`src/rtl/xvc_seq_pkg.sv`:
```
// Shared types and default timing constants for the reset/start sequencer.
package xvc_seq_pkg;

  typedef enum logic [2:0] {
    PHY_RST,
    SETTLE,
    START,
    RUN,
    DONE
  } seq_state_t;

  localparam int unsigned DEF_RESET_CYCLES  = 1000;
  localparam int unsigned DEF_SETTLE_CYCLES = 5000;
  localparam int unsigned DEF_WDOG_CYCLES   = 2**24;

  function automatic int unsigned max3(input int unsigned a, input int unsigned b,
                                       input int unsigned c);
    int unsigned m;
    m = (a > b) ? a : b;
    return (m > c) ? m : c;
  endfunction

endpackage

```
`src/rtl/xvc_seq_counter.sv`:
```
// Clearable up-counter with terminal-count compare, shared by all timed sequencer phases.
module xvc_seq_counter #(
  parameter int unsigned CNT_W = 8
) (
  input  logic             clock,
  input  logic             reset,
  input  logic             clear,
  input  logic             enable,
  input  logic [CNT_W-1:0] terminal,
  output logic             tc
);

  logic [CNT_W-1:0] count;

  always_ff @(posedge clock or posedge reset) begin
    if (reset)       count <= '0;
    else if (clear)  count <= '0;
    else if (enable) count <= count + CNT_W'(1);
  end

  assign tc = enable && (count == terminal);

endmodule

```
`src/rtl/xvc_reset_start_sequencer.sv`:
```
// PHY reset / settle / kernel start sequencer with done collection.
// Optional RUN watchdog enabled by defining XVC_SEQ_WATCHDOG_EN.
module xvc_reset_start_sequencer
  import xvc_seq_pkg::*;
#(
  parameter int unsigned NUM_CH        = 1,
  parameter int unsigned RESET_CYCLES  = DEF_RESET_CYCLES,
  parameter int unsigned SETTLE_CYCLES = DEF_SETTLE_CYCLES,
  parameter int unsigned WDOG_CYCLES   = DEF_WDOG_CYCLES
) (
  input  logic              clock,
  input  logic              reset,
  input  logic              soft_reset,
  input  logic              run_req,
  input  logic [NUM_CH-1:0] done_port,
  output logic              eth_reset_n,
  output logic              phy_ready,
  output logic [NUM_CH-1:0] start_port,
  output logic [NUM_CH-1:0] done_mask,
  output logic              all_done,
  output logic              timeout
);

  localparam int unsigned CNT_W = $clog2(max3(RESET_CYCLES, SETTLE_CYCLES, WDOG_CYCLES)) + 1;

  if (NUM_CH == 0 || NUM_CH > 32) begin : g_bad_num_ch
    $error("NUM_CH must be in 1..32");
  end
  if (RESET_CYCLES == 0) begin : g_bad_reset_cycles
    $error("RESET_CYCLES must be >= 1");
  end
  if (SETTLE_CYCLES == 0) begin : g_bad_settle_cycles
    $error("SETTLE_CYCLES must be >= 1");
  end

  seq_state_t        state_q, state_d;
  logic              cnt_en, cnt_clr, cnt_tc;
  logic [CNT_W-1:0]  cnt_term;
  logic [NUM_CH-1:0] hit;
  logic              complete;

  logic              eth_reset_n_d, phy_ready_d, all_done_d;
  logic [NUM_CH-1:0] start_port_d, done_mask_d;

  assign hit      = done_mask | done_port;
  assign complete = &hit;

  // One counter serves every timed phase; it restarts from zero on each state change.
  always_comb begin
    cnt_en   = 1'b0;
    cnt_term = '0;
    case (state_q)
      PHY_RST: begin
        cnt_en   = 1'b1;
        cnt_term = CNT_W'(RESET_CYCLES - 1);
      end
      SETTLE: begin
        cnt_en   = 1'b1;
        cnt_term = CNT_W'(SETTLE_CYCLES - 1);
      end
`ifdef XVC_SEQ_WATCHDOG_EN
      RUN: begin
        cnt_en   = 1'b1;
        cnt_term = CNT_W'(WDOG_CYCLES - 1);
      end
`endif
      default: ;
    endcase
  end

  assign cnt_clr = soft_reset || (state_d != state_q);

  xvc_seq_counter #(.CNT_W(CNT_W)) u_counter (
    .clock    (clock),
    .reset    (reset),
    .clear    (cnt_clr),
    .enable   (cnt_en),
    .terminal (cnt_term),
    .tc       (cnt_tc)
  );

  always_comb begin
    state_d = state_q;
    if (soft_reset) begin
      state_d = PHY_RST;
    end else begin
      case (state_q)
        PHY_RST: if (cnt_tc) state_d = SETTLE;
        SETTLE:  if (cnt_tc) state_d = START;
        START:   state_d = complete ? DONE : RUN;
        RUN: begin
          if (complete) state_d = DONE;
`ifdef XVC_SEQ_WATCHDOG_EN
          else if (cnt_tc) state_d = DONE;
`endif
        end
        DONE:    if (run_req) state_d = START;
        default: state_d = PHY_RST;
      endcase
    end
  end

`ifdef XVC_SEQ_WATCHDOG_EN
  logic timeout_d;
`endif

  always_comb begin
    eth_reset_n_d = eth_reset_n;
    phy_ready_d   = phy_ready;
    start_port_d  = '0;
    done_mask_d   = done_mask;
    all_done_d    = all_done;
`ifdef XVC_SEQ_WATCHDOG_EN
    timeout_d     = timeout;
`endif
    if (soft_reset) begin
      eth_reset_n_d = 1'b0;
      phy_ready_d   = 1'b0;
      done_mask_d   = '0;
      all_done_d    = 1'b0;
`ifdef XVC_SEQ_WATCHDOG_EN
      timeout_d     = 1'b0;
`endif
    end else begin
      case (state_q)
        PHY_RST: if (cnt_tc) eth_reset_n_d = 1'b1;
        SETTLE: begin
          if (cnt_tc) begin
            phy_ready_d  = 1'b1;
            start_port_d = '1;
          end
        end
        START: begin
          done_mask_d = hit;
          if (complete) all_done_d = 1'b1;
        end
        RUN: begin
          done_mask_d = hit;
          if (complete) all_done_d = 1'b1;
`ifdef XVC_SEQ_WATCHDOG_EN
          else if (cnt_tc) timeout_d = 1'b1;
`endif
        end
        DONE: begin
          if (run_req) begin
            done_mask_d  = '0;
            all_done_d   = 1'b0;
            start_port_d = '1;
`ifdef XVC_SEQ_WATCHDOG_EN
            timeout_d    = 1'b0;
`endif
          end
        end
        default: ;
      endcase
    end
  end

  always_ff @(posedge clock or posedge reset) begin
    if (reset) begin
      state_q     <= PHY_RST;
      eth_reset_n <= 1'b0;
      phy_ready   <= 1'b0;
      start_port  <= '0;
      done_mask   <= '0;
      all_done    <= 1'b0;
    end else begin
      state_q     <= state_d;
      eth_reset_n <= eth_reset_n_d;
      phy_ready   <= phy_ready_d;
      start_port  <= start_port_d;
      done_mask   <= done_mask_d;
      all_done    <= all_done_d;
    end
  end

`ifdef XVC_SEQ_WATCHDOG_EN
  always_ff @(posedge clock or posedge reset) begin
    if (reset) timeout <= 1'b0;
    else       timeout <= timeout_d;
  end
`else
  assign timeout = 1'b0;
`endif

endmodule

```
`config.mk`:
```
export PLATFORM = sky130hd
export DESIGN_NAME = xvc_reset_start_sequencer
export DESIGN_NICKNAME = d
export VERILOG_FILES = /design/src/rtl/xvc_seq_pkg.sv /design/src/rtl/xvc_seq_counter.sv /design/src/rtl/xvc_reset_start_sequencer.sv
export SDC_FILE = /design/constraint.sdc
export NUM_CORES = 1
export LEC_CHECK = 0
export ABC_AREA = 1
export BUFFER_PORTS_ARGS = -buffer_cell sky130_fd_sc_hd__buf_4
export CAP_MARGIN = 25
export CORE_ASPECT_RATIO = 0.9
export CORE_MARGIN = 2
export CORE_UTILIZATION = 50
export DETAILED_ROUTE_END_ITERATION = 10
export GPL_ROUTABILITY_DRIVEN = 0
export PLACE_DENSITY = 0.63
export SYNTH_ARGS = -nofsm -noshare
export SYNTH_HDL_FRONTEND = slang
export SYNTH_SLANG_ARGS = --single-unit
```
`constraint.sdc`:
```
create_clock -name clock -period 2.1 [get_ports clock]
set_input_delay 0.42 -clock clock [delete_from_list [all_inputs] [get_ports clock]]
set_output_delay 0.42 -clock clock [all_outputs]
set_load 0.01 [all_outputs]
```
; Word-level counts from Yosys, hierarchy flattened
; Cells that the tools add are included.
[classes]
muxes = 26
reduce_logical = 14
n_eq_ne = 8
add_sub_neg = 1
bitwise_logic = 1
[ops]
columns = operator, count
row1 = $mux W25, 2
row2 = $pmux W13 S2, 1
row3 = $add A25 B1 Y25 const B, 1
row4 = $eq A25 B13 Y1, 1
row5 = $mux W3, 6
row6 = $pmux W3 S5, 1
row7 = $mux W1, 13
row8 = $reduce_bool A2 Y1, 4
row9 = $eq A3 B2 Y1 const B, 2
row10 = $pmux W1 S2, 3
row11 = $reduce_and A2 Y1, 3
row12 = $reduce_or A2 Y1, 2
row13 = $eq A3 B1 Y1 const B, 1
row14 = $eq A3 B3 Y1 const B, 1
row15 = $logic_not A3 Y1, 1
row16 = $ne A3 B1 Y1 const B, 1
row17 = $ne A3 B3 Y1, 1
row18 = $ne A3 B3 Y1 const B, 1
row19 = $reduce_and A3 Y1, 1
row20 = $reduce_bool A3 Y1, 1
row21 = $logic_and A1 B1 Y1, 1
row22 = $logic_or A1 B1 Y1, 1
row23 = $or A1 B1 Y1, 1
[totals]
inputBits = 5
register_bits = 33

; Depth between registers and ports, before layout
; Gate-level depths: netlist of the first run.
[logic_depth]
depth_word = 10
ltp_mapped = 14
ltp_nobuf = 13

; By module
; A second synthesis of the first run with hierarchy kept.
[unflattened]
cells_unflattened = 359
area_unflattened_um2 = 2366.0
[by_module_without_submodules]
columns = mod, n_inst, cells_per_inst, seq_area_each_um2, area_each_um2
row1 = xvc_seq_counter, 1, 297, 625.6, 1923.1
row2 = xvc_reset_start_sequencer, 1, 62, 200.2, 442.9

; Worst setup path before layout of the first run
; Ideal clock, no wire load.
[synth_path]
kind = register -> register
from = reg state_q[2]
to = reg u_counter.count[13]
arrival_time_ps = 1610
synth_period_minus_slack_ps = 1733
stages_incl_launch_ff = 13
slack_ps = 367
n_path_buf = 2
setup_ps = 122
cell_sequence = dfrtp_1 > nor2_2 > buf_6 > nand3_1 > nand2_1 > nand2_1 > nor2_2 > nand3_1 > nand3_1 > nand3_1 > nand3_4 > buf_6 > nor2_2
[synth_via]
elab_chain_len = 10
word_cells_on_any_way = 20
cone_classes = eq/ne: 6 / mux: 9 / reduce/logical: 5
[synth_rtl]
columns = element, line_no
row1 = from (decl), xvc_reset_start_sequencer.sv:36  ; seq_state_t state_q, state_d;
row2 = from (signal assigned), xvc_reset_start_sequencer.sv:168  ; state_q <= state_d;
row3 = $eq A3 B1 Y1 / $logic_not A3 Y1 (equally long branches), "xvc_reset_start_sequencer.sv:52, xvc_reset_start_sequencer.sv:87"
row4 = $pmux W13 S2 / $reduce_or A2 Y1 (equally long branches), n/a
row5 = $eq A25 B13 Y1 / $mux W1 (equally long branches), "xvc_seq_counter.sv:21, xvc_reset_start_sequencer.sv:52"
row6 = $logic_and A1 B1 Y1, xvc_seq_counter.sv:21  ; assign tc = enable && (count == terminal);
row7 = $mux W3 (on tied branches), "xvc_reset_start_sequencer.sv:89, xvc_reset_start_sequencer.sv:88"
row8 = $pmux W3 S5, xvc_reset_start_sequencer.sv:87  ; case (state_q)
row9 = $mux W3, xvc_reset_start_sequencer.sv:84  ; if (soft_reset) begin
row10 = $ne A3 B3 Y1, xvc_reset_start_sequencer.sv:71  ; assign cnt_clr = soft_reset || (state_d != state_q);
row11 = $logic_or A1 B1 Y1, xvc_reset_start_sequencer.sv:71
row12 = $mux W25 / $reduce_bool A2 Y1 (equally long branches), n/a
row13 = to (signal assigned), xvc_seq_counter.sv:18  ; else if (enable) count <= count + CNT_W'(1);
row14 = to (decl), xvc_seq_counter.sv:13  ; logic [CNT_W-1:0] count;
; Several ways; a longest one is shown, not always the timed one.
; A chain may end at the register's enable or synchronous reset.

; Worst setup path after layout of the first run
[layout_path]
from = reg state_q[2]
to = reg u_counter.count[16]
; The elaborated chain is that of the path after synthesis.

==> summary.md, run 1 <==
| Metric | Value |
|---|---|
| Via/cell ratio | `5.009` |
| Worst IR drop on VDD | `0.3975 mV` |
| Sw Pwr | `279.9 uW` |
| Xor and xnor fraction of the mapped netlist area | `9.038%` |
| # rows | `21` |
| Synth cell count leaders | `nand2_1, nor2_1, inv_1` |
| Syn_nets | `258` |
| Area after DPL | `2064 sq um` |
| Reg2reg end | `u_counter.count[16]` |
| Remaining DRCs | `0` |
| DR iter-0 viols | `82` |
| Internal Power | `931.1 uW` |
| R2R Setup Slk | `0.15 ns` |
| Setup WS post-layout | `0.1487 ns` |
| Register share of total power | `53.3%` |
| Vias | `1613` |
| Grt total ovfl | `0` |
| Final hold violations | `0` |
| DP Worst Slack | `-0.03819 ns` |
| I/O Pins | `11` |
| Asr flop ratio synth | `100.0%` |
| Post-synthesis instance total | `252` |
| Simple-Gate Fraction of Synth Area | `35.70%` |
| CP endpoint | `u_counter.count[16]` |
| Multiplexer share of the synthesized area | `0%` |
| Synthesized area per cell | `7.691 sq um` |
| Top flip-flop cell by instance count after synthesis | `dfrtp_1` |
| Clock Tree Buf Depth | `2` |
| Synth top area cells | `dfrtp_1, nand2_1, nor2_2` |
| Fillers | `339` |
| Chip width | `69.63 microns` |
| Synthesized area | `1938 sq um` |
| Die Span Y | `63.07 microns` |
| Fmax | `512.5 MHz` |
| Worst skew pair latency | `0.28 ns` |
| Worst path top cell family by delay | `simple AND/OR/NAND/NOR gates` |
| Wire per inst | `12.54 microns` |
| EDFF count, synth | `0` |
| Final Cycle Share | `92.92%` |
| Critical path origin | `state_q[2]` |
| Largest family of logic cells by synthesized area | `simple AND/OR/NAND/NOR gates` |
| PwrDens | `526.6 nW/um^2` |
| Count of pins over their slew limit | `0` |
| Number of global-route vias before repair | `1531` |
| Die Footprint | `4391 sq um` |
| Setup TNS | `0 ns` |
| Crit path depth | `13` |
| RR Startpoint | `state_q[2]` |
| CP most frequent cell | `nand2_1` |
| Max-cap check violation count | `0` |
| Input/output buffers | `9` |
| Sw Share | `23.11%` |
| Post-synthesis sequential area ratio | `42.61%` |
| CTS Sinks | `33` |
| CTS HTree Levels | `2` |
| Data arrival time of the critical path | `2.17 ns` |
| Worst-path clk slew | `0.07 ns` |
| Critical Path Fanout Max | `12` |
| Layout cells sized above 1 | `23.19%` |
| Setup crit end kind | `register` |
| Setup CP Type | `reg2reg` |
| Post-Synth Adder-Cell Area | `0.6456%` |
| Initial antenna violation count | `0` |
| Antenna cells | `0` |
| Critical path cell sequence | `nor2_4 > buf_12 > nand2_2 > nand2_1 > nand2_1 > nor2_2 > nand3_1 > nand3_1 > nand2_1 > nand2_4 > nand3_4 > buf_12 > nor2_2` |
| Synth cell types | `23` |
| Status | `finished, final reports clean` |
| DP HPWL | `2.687 mm` |
| Hold Buf Count CTS | `0` |
| Largest net degree at the start of global routing | `34` |
| Element type at the critical path start | `register` |
| Register bit total from synthesis | `33` |
| Hold WC Path Type | `in2async` |
| Comb power frac | `6.4%` |
| Drt first pass iters | `4` |
| # nets final | `282` |
| Data required, critical path | `2.32 ns` |
| First-pass GRT wire length | `7.093 mm` |
| CTS Buf Count | `5` |
| Synth-to-layout area growth | `18.66%` |
| GRT Util Overall | `20.75%` |
| R2R depth | `13` |
| Final Setup Violations | `0` |
| Post-route minimum period | `1.951 ns` |
| Clk root buf | `clkbuf_8` |
| Delay of the slowest critical-path stage | `0.45 ns` |
| Synth Area in Compound Gates | `3.099%` |
| RSZ-0062 raised after global routing | `false` |
| ANT nets after route | `0` |
| Yosys top cell by area | `dfrtp_1` |
| Clk pwr share | `40.2%` |
| Core Region | `3731 sq um` |
| Top-count cell post-synth | `nand2_1` |
| Yosys warnings | `0` |
| Share of the synthesized area in the top cell type | `42.61%` |
| CTS tree | `done` |
| Bufs and invs on worst path | `2` |
| Post-layout instance area | `2300 sq um` |
| CP max-delay cell | `dfrtp_2` |
| Starting Density | `51.95%` |
| Lkg Pwr | `0.001078 uW` |
| Final WL | `4.039 mm` |
| Clock Skew | `0.002362 ns` |
-- tightest hold or removal path, stage by stage --
cell and delay, ns:
buf_4 0.10, inv_1 0.04, buf_4 0.37
-- stage by stage --
stage | util [%] | hold WS, ns | total power, uW | instances
3_5_place_dp | 55.33 | 0.4809 | 715.9 | 307
2_1_floorplan | - | 0.4619 | 702.6 | 252
3_3_place_gp | 55.33 | 0.4769 | 715.7 | 307
6_report | 61.64 | 0.2251 | 1211 | 322
4_1_cts | 58.22 | 0.2378 | 1205 | 315
5_1_grt | 61.64 | 0.2713 | 1258 | 322
-- layout by cell type, fill, tap and decap left out --
cell,count
o21ai_0,4
dfrtp_2,2
nand2_2,2
clkbuf_8,6
nor2_4,3
nor2_2,22
a21oi_1,5
nand3_4,3
nand2_4,2
conb_1,1
nand3_1,21
nand4_1,2
nor3_2,1
buf_12,2
clkbuf_1,1
buf_4,17
xnor2_1,6
ha_1,1
a32o_1,1
nand3b_1,1
nand3_2,3
a21oi_4,1
inv_1,34
nand2_1,51
nor2_1,34
nor4_1,1
xor2_1,14
nor3_1,4
dfrtp_1,31
-- registers in the layout, summed over array words and instances, names as in the netlist --
register and count:
done_mask 1, start_port 1, all_done 1, eth_reset_n 1, state_q 3, u_counter.count 25, phy_ready 1
-- repair_timing --
| action | CTS | global route |
|---|---|---|
| endpoints found under the hold margin | 0 | 0 |
| buffers inserted | 0 | 6 |
| endpoints found under the setup margin | 25 | 25 |
| cloned | 1 | 1 |
| resized for setup | 2 | 14 |
| pin swaps | 0 | 3 |
-- per-layer routing --
layer	GRT usage (%)	share of wire, %	up-vias
met5	0	0	-
met4	8.173	1.4	0
met3	5.440	3.8	6
met2	28.25	41	26
met1	31.25	54	746
li1	-	-	835
-- cells by family (layout without fill, tap and decap cells) --
logic type                 after synthesis  count (layout)
AOI/OAI and AO/OA                       11              11
buffers and inverters                   38              60
DFF                                     33              33
adders and majority gates                1               1
other                                    1               1
xor gates and xnor gates                20              20
and+or+nand+nor                        148             150
-- how the worst min path moves through the flow --
stage	startpoint	endpoint	slack, ns	cells after the start
global route	reset	u_counter.count[4]	0.27	3
global placement	state_q[1]	start_port	0.48	1
CTS	reset	u_counter.count[24]	0.24	3
detailed placement	state_q[1]	start_port	0.48	1
finish	reset	u_counter.count[4]	0.23	3
floorplan	state_q[1]	start_port	0.46	1
-- layout make-up --
class	count	area, sq um	area share (%)
multi-input combinational	183	1032	44.89
sequential	33	828.3	36.02
timing repair buffer	19	167.7	7.291
inverter	34	127.6	5.549
clock buffer	7	86.33	3.754
tap	46	57.56	2.503
-- power groups by stage --
stage | Combinational, uW | Sequential (uW) | Clock (uW)
global route | 88.4 | 646 | 523
global placement | 57.2 | 658 | 0
finish | 78.0 | 646 | 487
detailed placement | 57.1 | 659 | 0
floorplan | 45.5 | 657 | 0
CTS | 61.3 | 647 | 497
Power figures use the tool's default switching activity.
==> inputs of run 2 (changes only) <==
- RECOVER_POWER: unset -> 100
==> summary.md, run 2 (synthesis results as in run 1) <==
| Metric | Value |
|---|---|
| Final Util | `60.06% (-1.6 points)` |
| Largest net degree at the start of global routing | `34 (unchanged)` |
| R2R depth | `13 (unchanged)` |
| Largest regs | `u_counter.count: 25 flops, state_q: 3 flops` |
| Data arrival time of the critical path | `2.18 ns (about the same)` |
| Post-route minimum period | `1.958 ns (+0.006982 ns)` |
| Element type at the critical path start | `register` |
| Final hold violations | `0 (unchanged)` |
| Worst hold path depth | `2` |
| CTS Sinks | `33 (unchanged)` |
| Core Region | `3731 sq um (unchanged)` |
| Reg2reg end | `u_counter.count[16]` |
| Filler-free cell count of the finished design | `322 (unchanged)` |
| RSZ-0062 raised after global routing | `false` |
| I/O Pins | `11 (unchanged)` |
| Worst-path clk slew | `0.06 ns (about the same)` |
| Final Setup Violations | `0 (unchanged)` |
| Fmax | `510.7 MHz (-0.36%)` |
| Worst Hold End | `eth_reset_n` |
| Relative slew slack | `44.57%` |
| Synth-to-layout area growth | `15.62%` |
| Setup crit end kind | `register` |
| Clock Skew | `0.002745 ns (+0.0003831 ns)` |
| First-pass GRT wire length | `7.093 mm (unchanged)` |
| Die Span Y | `63.07 microns (unchanged)` |
| Critical Path Fanout Max | `12 (unchanged)` |
| Hold Slack | `0.3098 ns (+0.08479 ns)` |
| Max-cap check violation count | `0 (unchanged)` |
| Post-Place Cells | `307 (unchanged)` |
| # rows | `21 (unchanged)` |
| Register area | `828.3 sq um (unchanged)` |
| # nets final | `282 (unchanged)` |
| Fillers | `355 (+4.7%)` |
| Count of pins over their slew limit | `0 (unchanged)` |
| Worst skew pair latency | `0.29 ns (about the same)` |
| GRT Util Overall | `20.75% (unchanged)` |
| Starting Density | `51.95% (unchanged)` |
| Remaining DRCs | `0 (unchanged)` |
| Initial antenna violation count | `0 (unchanged)` |
| ANT nets after route | `0 (unchanged)` |
| Worst IR drop on VDD | `0.4346 mV (+9.4%)` |
| Vias | `1615 (+0.12%)` |
| Layout cells sized above 1 | `15.94% (-7.2 points)` |
| Hold WC Path Type | `in2reg` |
| RR Startpoint | `state_q[2]` |
| DP HPWL | `2.687 mm (unchanged)` |
| CTS HTree Levels | `2 (unchanged)` |
| Final Cycle Share | `93.25% (+0.33 points)` |
| Lkg Pwr | `0.001059 uW (-1.7%)` |
| Max reg flops | `25 (unchanged)` |
| Hold Buf Count CTS | `0 (unchanged)` |
| Commonest non-fill, non-tap cell in the layout | `nand2_1` |
| Most frequent cells in the layout | `nand2_1, nor2_1, inv_1` |
| Multi-input logic area | `994.7 sq um (-3.6%)` |
| Die Footprint | `4391 sq um (unchanged)` |
| Clock Tree Buf Depth | `2 (unchanged)` |
| Input/output buffers | `9 (unchanged)` |
| Setup CP Type | `reg2reg` |
| DR iter-0 viols | `118 (+44%)` |
| Wire per inst | `12.56 microns (+0.12%)` |
| CTS Buf Count | `5 (unchanged)` |
| Status | `finished, final reports clean` |
| Clk root buf | `clkbuf_8` |
| CTS tree | `done` |
| Grt total ovfl | `0 (unchanged)` |
| Biggest register | `u_counter.count` |
| Chip width | `69.63 microns (unchanged)` |
| Hold Crit Start | `soft_reset` |
| Via/cell ratio | `5.016 (+0.12%)` |
| Antenna cells | `0 (unchanged)` |
| R2R Setup Slk | `0.14 ns (about the same)` |
| Final WL | `4.044 mm (+0.12%)` |
| Drt first pass iters | `4 (unchanged)` |
| Number of global-route vias before repair | `1531 (unchanged)` |
| Measured slew at the worst slew-check pin | `0.8315 ns` |
| PwrDens | `539.1 nW/um^2 (+2.4%)` |
| Data required, critical path | `2.32 ns (about the same)` |
==> run 2: cell types whose count changed in the layout (fill, tap and decap cells not counted), sizes merged <==
cell and change:
buf -8, clkbuf +8
==> run 2: final cells by class <==
class	count	area share [%]
Tap cell	46	2.568
Inverter	34	5.695
Timing Repair Buffer	19	6.533
Clock buffer	7	3.853
Sequential cell	33	36.96
Multi-Input combinational cell	183	44.39
==> run 2: power by group <==
group	switching (uW)	internal (uW)	leakage (uW)	total (uW)
clock	229	260	0.0000443	489
combinational	44.1	28.9	0.000560	73.0
sequential	5.32	641	0.000455	646
==> run 2: worst max-delay path by stage <==
stage	endpoint	startpoint	slack (ns)	depth (start not counted)
after floorplan	u_counter.count[13]	state_q[2]	0.37	12
after global placement	u_counter.count[24]	state_q[1]	0.06	12
after detailed placement	u_counter.count[18]	state_q[2]	-0.04	12
after CTS	u_counter.count[18]	state_q[2]	0.02	11
after global routing	u_counter.count[1]	state_q[1]	0.005	13
final	u_counter.count[16]	state_q[2]	0.14	13
==> run 2: stage by stage <==
step	cell area [sq um]	setup TNS [ns]	setup slack (ns)	power, uW
2_1_floorplan	1938	0	0.3671	702.6
3_3_place_gp	2064	0	0.05759	715.7
3_5_place_dp	2064	-0.2668	-0.03819	715.9
4_1_cts	2172	0	0.01897	1205
5_1_grt	2241	0	0.005012	1253
6_report	2241	0	0.1418	1208
==> run 2: critical path, cell delays in order (launching register included) <==
cell	delay, ns
dfrtp_2	0.45
nor2_4	0.13
buf_12	0.14
nand2_2	0.06
nand2_1	0.07
nand2_1	0.06
nor2_2	0.14
nand3_1	0.11
nand3_1	0.14
nand2_1	0.12
nand2_4	0.13
nand3_4	0.08
buf_12	0.16
nor2_1	0.08
==> run 2: what timing repair did <==
action	in CTS	in global routing
pin swaps	0	3
setup buffers	0	6
resized for setup	2	14
endpoints found under the setup margin	25	25
gates cloned	1	1
==> run 2: metal layers <==
| metal | global-route usage [%] | wire length [microns] | share of wire, % |
|---|---|---|---|
| met1 | 31.25 | 2168 | 54 |
| met2 | 28.25 | 1652 | 41 |
| met4 | 8.173 | 53 | 1.3 |
| met5 | 0 | 0 | 0 |
| met3 | 5.440 | 169 | 4.2 |
